<file path="src/rtl/render_pkg.sv">
// ---------------------------------------------------------------------------
// render_pkg
// Shared definitions for the line render scheduler: scheduler state encoding
// and the default frame geometry / pipeline timing parameters.
// ---------------------------------------------------------------------------
package render_pkg;

    // Scheduler states
    typedef enum logic [1:0] {
        IDLE       = 2'd0,  // waiting for the frame pre-render pulse
        RENDER     = 2'd1,  // feeding X coordinates into the render pipeline
        WAIT_LINES = 2'd2   // line finished, waiting for its scanlines to elapse
    } sched_state_t;

    // Default geometry and timing
    localparam int DEF_H_PIXELS    = 400;  // pixels rendered per line
    localparam int DEF_V_LINES     = 300;  // rendered lines per frame
    localparam int DEF_PIPE_DEPTH  = 3;    // render pipeline latency (cycles)
    localparam int DEF_LINE_REPEAT = 2;    // VGA scanlines per rendered line

endpackage

</file>
<file path="src/rtl/line_render_scheduler.sv">
// ---------------------------------------------------------------------------
// line_render_scheduler
// Schedules rendering of one line at a time into a double-buffered line RAM.
// Each rendered line is shown for LINE_REPEAT VGA scanlines; while the
// current line is displayed the next one is rendered into the other half of
// the line RAM (selected by work_y[0]). If the scanlines elapse before the
// render has finished, the line is abandoned and the sticky underrun flag is
// raised.
//
// Ports
//   clk             in   pixel clock
//   rst_n           in   synchronous active-low reset
//   line_start      in   one-cycle pulse at each VGA scanline start
//   frame_prerender in   one-cycle pulse one scanline before the first visible line
//   underrun_clr    in   clears the underrun flag
//   work_x   [8:0]  out  render pipeline input X coordinate
//   work_y   [8:0]  out  line being rendered
//   work_en         out  render pipeline input valid
//   wr_en           out  line-RAM write strobe
//   wr_addr  [9:0]  out  line-RAM write address {work_y[0], pixel index}
//   line_done       out  pulse when the last pixel of a line is written
//   underrun        out  sticky flag: render missed its deadline
// ---------------------------------------------------------------------------
module line_render_scheduler
    import render_pkg::*;
#(
    parameter int H_PIXELS    = DEF_H_PIXELS,
    parameter int V_LINES     = DEF_V_LINES,
    parameter int PIPE_DEPTH  = DEF_PIPE_DEPTH,
    parameter int LINE_REPEAT = DEF_LINE_REPEAT
) (
    input  logic       clk,
    input  logic       rst_n,
    input  logic       line_start,
    input  logic       frame_prerender,
    input  logic       underrun_clr,
    output logic [8:0] work_x,
    output logic [8:0] work_y,
    output logic       work_en,
    output logic       wr_en,
    output logic [9:0] wr_addr,
    output logic       line_done,
    output logic       underrun
);

    localparam int         CNT_W    = $clog2(LINE_REPEAT + 1);
    localparam logic [8:0] X_LAST   = 9'(H_PIXELS + PIPE_DEPTH - 1);
    localparam logic [8:0] Y_LAST   = 9'(V_LINES - 1);
    localparam logic [8:0] PIPE_LAT = 9'(PIPE_DEPTH);
    localparam logic [CNT_W-1:0] CNT_PENULT = CNT_W'(LINE_REPEAT - 1);

    sched_state_t     state;
    logic [CNT_W-1:0] ls_cnt;

    logic       ls_hit;
    logic       cnt_reach;
    logic       underrun_set;
    logic [8:0] pix_idx;

    // frame_prerender takes priority: a coincident line_start is dropped.
    assign ls_hit       = line_start && !frame_prerender;
    // The scanline budget for this line expires on this pulse.
    assign cnt_reach    = ls_hit && (ls_cnt == CNT_PENULT);
    assign underrun_set = (state != IDLE) &&
                          (frame_prerender || (state == RENDER && cnt_reach));

    // Outputs are decoded from registered state; gating with rst_n makes a
    // reset abort the pipeline feed in the same cycle it is asserted.
    assign work_en   = rst_n && (state == RENDER);
    assign wr_en     = work_en && (work_x >= PIPE_LAT);
    assign pix_idx   = work_x - PIPE_LAT;
    assign wr_addr   = wr_en ? {work_y[0], pix_idx} : 10'd0;
    assign line_done = work_en && (work_x == X_LAST);

    always_ff @(posedge clk) begin
        if (!rst_n) begin
            state    <= IDLE;
            work_x   <= 9'd0;
            work_y   <= 9'd0;
            ls_cnt   <= '0;
            underrun <= 1'b0;
        end else begin
            // Set wins over clear.
            if (underrun_set) begin
                underrun <= 1'b1;
            end else if (underrun_clr) begin
                underrun <= 1'b0;
            end

            case (state)
                IDLE: begin
                    if (frame_prerender) begin
                        state  <= RENDER;
                        work_x <= 9'd0;
                        work_y <= 9'd0;
                        ls_cnt <= '0;
                    end
                end

                RENDER, WAIT_LINES: begin
                    if (frame_prerender) begin
                        // Frame restart while busy: start over from line 0.
                        state  <= RENDER;
                        work_x <= 9'd0;
                        work_y <= 9'd0;
                        ls_cnt <= '0;
                    end else if (cnt_reach) begin
                        // Scanlines for this line are over; move on, whether
                        // or not the render had finished.
                        work_x <= 9'd0;
                        ls_cnt <= '0;
                        if (work_y < Y_LAST) begin
                            work_y <= work_y + 9'd1;
                            state  <= RENDER;
                        end else begin
                            state  <= IDLE;
                        end
                    end else begin
                        if (ls_hit) begin
                            ls_cnt <= ls_cnt + 1'b1;
                        end
                        if (state == RENDER) begin
                            if (work_x == X_LAST) begin
                                work_x <= 9'd0;
                                state  <= WAIT_LINES;
                            end else begin
                                work_x <= work_x + 9'd1;
                            end
                        end
                    end
                end

                default: begin
                    state <= IDLE;
                end
            endcase
        end
    end

endmodule

</file>
<file path="config.mk">
export PLATFORM = sky130hd
export DESIGN_NAME = line_render_scheduler
export DESIGN_NICKNAME = d
export VERILOG_FILES = /design/src/rtl/render_pkg.sv /design/src/rtl/line_render_scheduler.sv
export SDC_FILE = /design/constraint.sdc
export NUM_CORES = 1
export LEC_CHECK = 0
export CAP_MARGIN = 5
export CORE_ASPECT_RATIO = 1.4
export CORE_MARGIN = 4
export CORE_UTILIZATION = 46
export DETAILED_ROUTE_END_ITERATION = 7
export GPL_TIMING_DRIVEN = 1
export PLACE_DENSITY = 0.76
export SYNTH_ARGS = -nofsm -noshare
export SYNTH_HDL_FRONTEND = slang
export SYNTH_SLANG_ARGS = --single-unit
</file>
<file path="constraint.sdc">
create_clock -name clk -period 6.15 [get_ports clk]
set_input_delay 1.23 -clock clk [delete_from_list [all_inputs] [get_ports clk]]
set_output_delay 1.23 -clock clk [all_outputs]
set_load 0.005 [all_outputs]
</file>
# ---- Word-level counts from Yosys, hierarchy flattened
# Index checks and enable logic that the tools add are counted.
dict set report classes {
  n_eq_ne 10
  n_reduce_logical 18
  n_mux 25
  magnitude_cmp 2
  addsub 4
}
# cell count
set ops {}
lappend ops {{9-bit two-way mux} 8}
lappend ops {{9-bit case mux with 2 select lines} 2}
lappend ops {{9-bit by 1-bit adder with 9-bit output, second input constant} 2}
lappend ops {{2-bit two-way mux} 9}
lappend ops {{4-bit inequality test, second input constant} 3}
lappend ops {{10-bit two-way mux} 1}
lappend ops {{9-bit equality test, second input constant} 1}
lappend ops {{9-bit by 2-bit greater-or-equal comparator with 1-bit output, second input constant} 1}
lappend ops {{9-bit less-than comparator, second input constant} 1}
lappend ops {{3-bit AND reduction} 3}
lappend ops {{9-bit by 2-bit subtractor with 9-bit output, second input constant} 1}
lappend ops {{2-bit case mux with 2 select lines} 2}
lappend ops {{1-bit logical AND} 7}
lappend ops {{3-bit inequality test, second input constant} 2}
lappend ops {{2-bit nonzero test} 3}
lappend ops {{2-bit by 1-bit equality test with 1-bit output, second input constant} 2}
lappend ops {{4-bit AND reduction} 1}
lappend ops {{1-bit two-way mux} 3}
lappend ops {{2-bit by 1-bit adder with 2-bit output, second input constant} 1}
lappend ops {{2-bit equality test, second input constant} 1}
lappend ops {{2-bit zero test} 1}
lappend ops {{2-bit inequality test, second input constant} 1}
lappend ops {{2-bit OR reduction} 1}
lappend ops {{1-bit zero test} 1}
lappend ops {{1-bit logical OR} 1}
dict set report word_totals {
  out_inout_bits 32
  regBits 23
}

# ---- Depth between registers and ports, before layout
# Gate-level depths: netlist of run 1.
dict set report logic_depth {
  depth_word 7
  depth_mapped 8
}

# ---- Worst setup path after synthesis of run 1
# Ideal clock, no wire load.
dict set report synth_timing {
  kind {register to output}
  from {reg work_x[3]}
  to {out wr_addr[3]}
  t_required_ps 4920
  arrival_ps 1823
  path_slack_ps 3097
  path_stages_with_launch 8
  path_cell_list {dfxtp_1 buf_6 or3_4 or3_1 or2_4 o41ai_4 buf_6 nor2_1}
}
dict set report synth_via {
  elab_chain_cells 3
}
# item line_no
set synth_lines {}
lappend synth_lines {{from (decl)} line_render_scheduler.sv:37} ;# output logic [8:0] work_x,
lappend synth_lines {{from (signal assigned)} line_render_scheduler.sv:127} ;# work_x <= work_x + 9'd1;
lappend synth_lines {{9-bit by 2-bit greater-or-equal comparator with 1-bit output} line_render_scheduler.sv:70} ;# assign wr_en = work_en && (work_x >= PIPE_LAT);
lappend synth_lines {{1-bit logical AND} line_render_scheduler.sv:70}
lappend synth_lines {{10-bit two-way mux (*)} line_render_scheduler.sv:72} ;# assign wr_addr = wr_en ? {work_y[0], pix_idx} : 10'd0;
lappend synth_lines {{to (decl)} line_render_scheduler.sv:41} ;# output logic [9:0] wr_addr,
# Mark *: on every way between the ends. The rest lies on a longest branch, timed or not.

# ---- Worst setup path after layout of run 1
dict set report layout_timing {
  from {in rst_n}
  to {out wr_addr[6]}
}
dict set report layout_via {
  elab_chain_cells 3
}
# item line_no
set layout_lines {}
lappend layout_lines {{from (decl)} line_render_scheduler.sv:33} ;# input logic rst_n,
lappend layout_lines {{1-bit logical AND} line_render_scheduler.sv:69} ;# assign work_en = rst_n && (state == RENDER);
lappend layout_lines {{1-bit logical AND} line_render_scheduler.sv:70}
lappend layout_lines {{10-bit two-way mux} line_render_scheduler.sv:72}
# Every way passes these cells.

==> qor.csv, run 1 <==
stage,metric,value,unit
synth,syn_avg_cell_area,8.20,µm²
synth,synth_warnings,0,
clock_network,cts_buffers,3,
floorplan,die_y,75.0,µm
grt,groute.usage.overall,17.7,%
route,via_per_inst,5.69,
floorplan,core,3090,µm²
synth,synth_area,1480,µm²
route,wl_per_cell,14.3,µm
synth,synth_area_leaders,"dfxtp_1, nor2_1, ha_1",
synth,yosys.area.top_type,dfxtp_1,
critical_path,start_kind,input port,
grt,grt_max_degree,14,
synth,ys_ff_latch,23,
synth,synthCells,180,
critical_path,crit_start,rst_n,
power,p_sw,0.138,mW
finish,multi_input_area,942,µm²
route,firstDrtPassIters,4,
synth,synth_top_flop_cell,dfxtp_1,
clock_network,h-tree-depth,1,
placed_design,placed_cell_area,1850,µm²
route,vias,1445,
worst_hold_path,hp-class,reg -> reg,
clock_network,clk_root_buffer_cell,clkbuf_8,
synth,synth_most_common_cell,nor2_1,
sta,fmax,238,MHz
synth,synthXorXnorAreaFrac,9.50,%
finish,drive_gt1_share,6.05,%
synth,synthSimpleGateAreaFrac,29.3,%
synth,synth_compound_gate_area_share,15.7,%
synth,synth-edff-count,0,
synth,synth_cell_types,44,
clock_network,cts_tree,yes,
synth,synth_top_family_by_area,simple AND/OR/NAND/NOR gates,
clock_network,cts-hold-fix-buffers,0,
finish,areaGrowthSynthToFinish,28.8,%
clock_network,clk_pin_slew,0.08,ns
flow_run,maxCapViolations,0,
grt,grt_antenna_before_repair,0,
sta,worstMarginPinSlew,1.13,ns
sta,relSlewSlack,23.7,%
synth,syn-num-nets,192,
sta,final-setup-viol-count,0,
synth,synth.area.mux_share,3.48,%
sta,finalClockSkew,0.00584,ns
placed_design,gp_congestion,0.924,
grt,grt_use_met3,2.23,%
critical_path,r2r_start,state[0],
worst_hold_path,min_from,ls_cnt[1],
finish,regArea,460,µm²
grt,grt.overflow.total,0,
clock_network,clock_path_buffers,2,
power,ir_drop,134,µV
synth,synthAdderAreaFrac,5.94,%
power,cellPowerDensity,208,nW/µm²
grt,grt_use_met1,17.8,%
placed_design,place_ws,1.93,ns
floorplan,dieWidth,55.9,µm
synth,synth_top_cell_area_share,31.2,%
sta,fin_crit,4.20,ns
critical_path,rr_worst_depth,6,
power,pwr-share-clk,24.5,%
worst_hold_path,worstHoldPathCells,2,
grt,gr-max-usage-layer,met2,
critical_path,worst-setup-path-type,in -> out,
placed_design,hpwl,2.79,mm
route,drt.antenna.violating_nets,0,
power,leakage,0.755,nW
outcome,status,"complete, no violations",
clock_network,cts_setup_buffers,0,
floorplan,rows,24,
grt,grt_pass1_wl,6.02,mm
route,wl,3.64,mm
grt,use_met2,35.9,%
finish,fillCellCount,265,
sta,drv_slew,0,
route,drc,0,
finish,final_area,1900,µm²
finish,diodes,0,
critical_path,endpoint_kind,output port,
synth,yosys-top-cells-count,"nor2_1, dfxtp_1, nand2_1",
power,p_seq_share,42.7,%
sta,tns,0,ns
critical_path,rrSetupSlack,3.78,ns
finish,nets,228,
power,p_comb_share,32.7,%
grt,grt_pass1_vias,1390,
clock_network,cts_resized,0,
placed_design,port_buffers,36,
floorplan,dieArea,4190,µm²
route,first_iter_violations,56,
sta,final.setup.worst_slack,1.95,ns
synth,synth_seq_area_share,31.2,%
sta,finalHoldViolCount,0,
clock_network,cts_sinks,23,
power,totalPowerFinal,0.395,mW
critical_path,rr_endpoint,work_y[2],
sta,rsz0062_at_grt,no,
critical_path,crit_arrival,2.97,ns
floorplan,num_io_pins,37,
worst_hold_path,hold_end,ls_cnt[1],
power,internal-power,0.256,mW
power,swShare,35.1,%
synth,async_reset_ff_share,0,%
critical_path,crit_fanout,11,
clock_network,clk_latency,0.27,ns
critical_path,worstPathRequired,4.92,ns
floorplan,start_util,47.7,%
sta,post-route-period-util,68.3,%
## layout by cell type, fill, tap and decap left out, drive strengths merged, types with 7 or more instances in the layout
cell type | synthesis | layout
clkdlybuf4s50 | 0 | 36
inv | 9 | 9
a21oi | 7 | 7
nand2 | 10 | 10
nor2 | 28 | 28
o21ai | 8 | 8
ha | 7 | 7
dfxtp | 23 | 23
xor2 | 9 | 9
xnor2 | 7 | 7
## sequential cells by signal, indices dropped and copies added, names as in the netlist
name,count
underrun,1
work_y,9
work_x,9
ls_cnt,2
state,2
## stage by stage
stage | util (%) | std cells | hold WS, ns
after floorplan | - | 180 | 0.412
after global placement | 59.9 | 250 | 0.418
after detailed placement | 59.9 | 250 | 0.435
after CTS | 61.4 | 254 | 0.447
after global routing | 61.4 | 254 | 0.467
final | 61.4 | 254 | 0.447
## metal layers
layer | vias to the layer above | routed length [µm]
met5 | - | 0
met4 | 0 | 78
met3 | 7 | 178
met2 | 39 | 1980
met1 | 689 | 1400
li1 | 710 | -
## worst max path at each step
stage | depth (start not counted) | slack, ns | to
finish | 6 | 1.95 | wr_addr[6]
global placement | 6 | 1.98 | wr_addr[9]
global route | 6 | 1.82 | wr_addr[9]
floorplan | 7 | 3.10 | wr_addr[3]
CTS | 6 | 1.92 | wr_addr[9]
detailed placement | 6 | 1.93 | wr_addr[9]
## area by class of cell
type,count,share of cell area (%)
tap,39,2.57
clock inverter,1,0.264
sequential,23,24.2
inverter,9,1.78
timing repair buffer,37,19.4
clock buffer,3,2.17
multi-input combinational,142,49.6
## power by group through the flow
stage	Clock [mW]	Sequential, mW	Combinational, mW
5_1_grt	0.104	0.171	0.145
3_5_place_dp	0	0.172	0.128
3_3_place_gp	0	0.171	0.123
6_report	0.0969	0.169	0.129
4_1_cts	0.0989	0.169	0.129
2_1_floorplan	0	0.171	0.0876
## critical path: stages
cell	delay, ns
clkdlybuf4s50_1	0.67
nand2_1	0.12
inv_1	0.12
o41ai_4	0.16
nor2_1	0.15
clkdlybuf4s50_1	0.51
## cell families after synthesis
family / count (synthesis)
buf+inv: 15
simple gates: 83
fa+ha+maj: 7
xor+xnor: 16
mux: 5
compound gates: 31
flops: 23
Note: power is estimated with default switching activity, not from simulation.
==> inputs of run 2 (changes only) <==
Clock period 6.15 ns to 4.3 ns, I/O delays scaled along.
==> qor.csv, run 2 (synthesis gave the netlist of run 1 again) <==
stage,metric,value,unit,change
outcome,status,"complete, no violations",,
grt,grt_max_degree,14,,unchanged
clock_network,h-tree-depth,1,,unchanged
finish,final_common_cell,clkdlybuf4s50_1,,
sta,post-route-period-util,86.7,%,
grt,groute.usage.overall,17.7,%,+0.030 points
sta,rsz0062_at_grt,no,,
critical_path,endpoint_kind,output port,,
grt,grt.overflow.total,0,,unchanged
critical_path,cp_slowest_cell,o41ai_4,,
critical_path,worstPathRequired,3.44,ns,-1.48 ns
clock_network,cts_tree,yes,,
sta,worstMarginPinSlew,0.696,ns,-0.439 ns
floorplan,start_util,47.7,%,unchanged
floorplan,dieArea,4190,µm²,unchanged
sta,relSlewSlack,53.2,%,+29 points
route,wl,3.67,mm,+0.91%
clock_network,cts_setup_buffers,0,,unchanged
floorplan,rows,24,,unchanged
clock_network,clk_pin_slew,0.08,ns,about the same
clock_network,clk_root_buffer_cell,clkbuf_8,,
finish,reg_top3,"work_x x9, work_y x9",,
sta,finalClockSkew,0.00195,ns,-0.00389 ns
power,cellPowerDensity,297,nW/µm²,+43%
route,first_iter_violations,59,,+5.4%
clock_network,cts_buffers,3,,unchanged
floorplan,dieWidth,55.9,µm,unchanged
critical_path,worst-setup-path-type,reg -> out,,
critical_path,critPathMaxStageDelay,0.54,ns,-0.13 ns
sta,drv_slew,0,,unchanged
sta,final-setup-viol-count,0,,unchanged
sta,fin_crit,3.73,ns,
finish,areaGrowthSynthToFinish,29.3,%,
clock_network,clock_path_buffers,2,,unchanged
placed_design,port_buffers,36,,unchanged
worst_hold_path,hp-class,reg -> reg,,
finish,regArea,460,µm²,unchanged
power,ir_drop,195,µV,+45%
clock_network,cts-hold-fix-buffers,0,,unchanged
floorplan,die_y,75.0,µm,unchanged
route,via_per_inst,5.64,,-0.81%
floorplan,core,3090,µm²,unchanged
route,drc,0,,unchanged
finish,layout_common_cells,"clkdlybuf4s50_1, nor2_1, dfxtp_1",,
grt,grt_pass1_vias,1390,,unchanged
finish,multi_input_area,942,µm²,unchanged
finish,nets,229,,+0.44%
finish,diodes,0,,unchanged
clock_network,clk_latency,0.26,ns,about the same
route,vias,1439,,-0.42%
critical_path,crit_fanout,12,,+1
route,drt.antenna.violating_nets,0,,unchanged
placed_design,hpwl,2.77,mm,-0.92%
critical_path,crit_chain,"or3_4, or3_1, or2_4, o41ai_4, nor2_1, clkdlybuf4s50_1",,
grt,grt_antenna_before_repair,0,,unchanged
power,totalPowerFinal,0.566,mW,+43%
power,leakage,0.759,nW,+0.59%
flow_run,maxCapViolations,0,,unchanged
route,wl_per_cell,14.4,µm,+0.51%
critical_path,start_kind,flip-flop,,
floorplan,num_io_pins,37,,unchanged
clock_network,cts_resized,0,,unchanged
sta,fmax,268,MHz,
placed_design,gp_congestion,0.922,,-0.22%
finish,drive_gt1_share,6.48,%,+0.43 points
clock_network,cts_sinks,23,,unchanged
route,firstDrtPassIters,4,,unchanged
critical_path,crit_arrival,2.87,ns,-0.10 ns
grt,grt_pass1_wl,6.02,mm,unchanged
sta,tns,0,ns,unchanged
finish,fillCellCount,263,,-0.75%
sta,finalHoldViolCount,0,,unchanged
-- run 2: area by class of cell --
| type | instances | share of cell area [%] |
|---|---|---|
| clock buffers | 3 | 2.17 |
| inverters | 9 | 1.77 |
| repair buffers | 38 | 19.7 |
| clock inverters | 1 | 0.262 |
| flip-flops and latches | 23 | 24.1 |
| well taps | 39 | 2.56 |
| multi-input cells | 142 | 49.4 |
-- run 2: critical path, delay by kind of cell (launching register included) --
kind            cells  cell delay [ns]
compound gates      1             0.54
simple gates        4             1.17
buf+inv             1             0.47
flops               1             0.43
-- run 2: power by group --
group | switching (mW) | total, mW | leakage, nW | internal (mW)
Combinational | 0.111 | 0.189 | 0.548 | 0.0782
Clock | 0.0695 | 0.134 | 0.0255 | 0.0646
Sequential | 0.0166 | 0.243 | 0.186 | 0.226
Total | 0.197 | 0.566 | 0.759 | 0.369
-- run 2: path summary, 6_finish.rpt --
path | from | to | slack, ns | cells after the start
min | ls_cnt[1] | ls_cnt[1] | 0.44 | 2
min reg2reg | ls_cnt[1] | ls_cnt[1] | 0.44 | 2
max | work_x[2] | wr_addr[6] | 0.57 | 6
max reg2reg | state[0] | work_y[7] | 2.15 | 7
-- run 2: metal layers --
metal	global-route usage, %	share of wire, %	up-vias
met5	0	0	-
met4	8.18	0.65	0
met3	1.72	4.0	2
met2	36.8	56	30
met1	17.6	40	697
li1	-	-	710
-- run 2: through the flow --
| step | instances | hold slack [ns] | cell area [µm²] | setup slack [ns] | util [%] |
|---|---|---|---|---|---|
| 2_1_floorplan | 180 | 0.412 | 1480 | 1.62 | - |
| 3_3_place_gp | 251 | 0.418 | 1860 | 0.867 | 60.2 |
| 3_5_place_dp | 251 | 0.431 | 1860 | 0.816 | 60.2 |
| 4_1_cts | 255 | 0.445 | 1910 | 0.564 | 61.7 |
| 5_1_grt | 255 | 0.467 | 1910 | 0.460 | 61.7 |
| 6_report | 255 | 0.442 | 1910 | 0.571 | 61.7 |
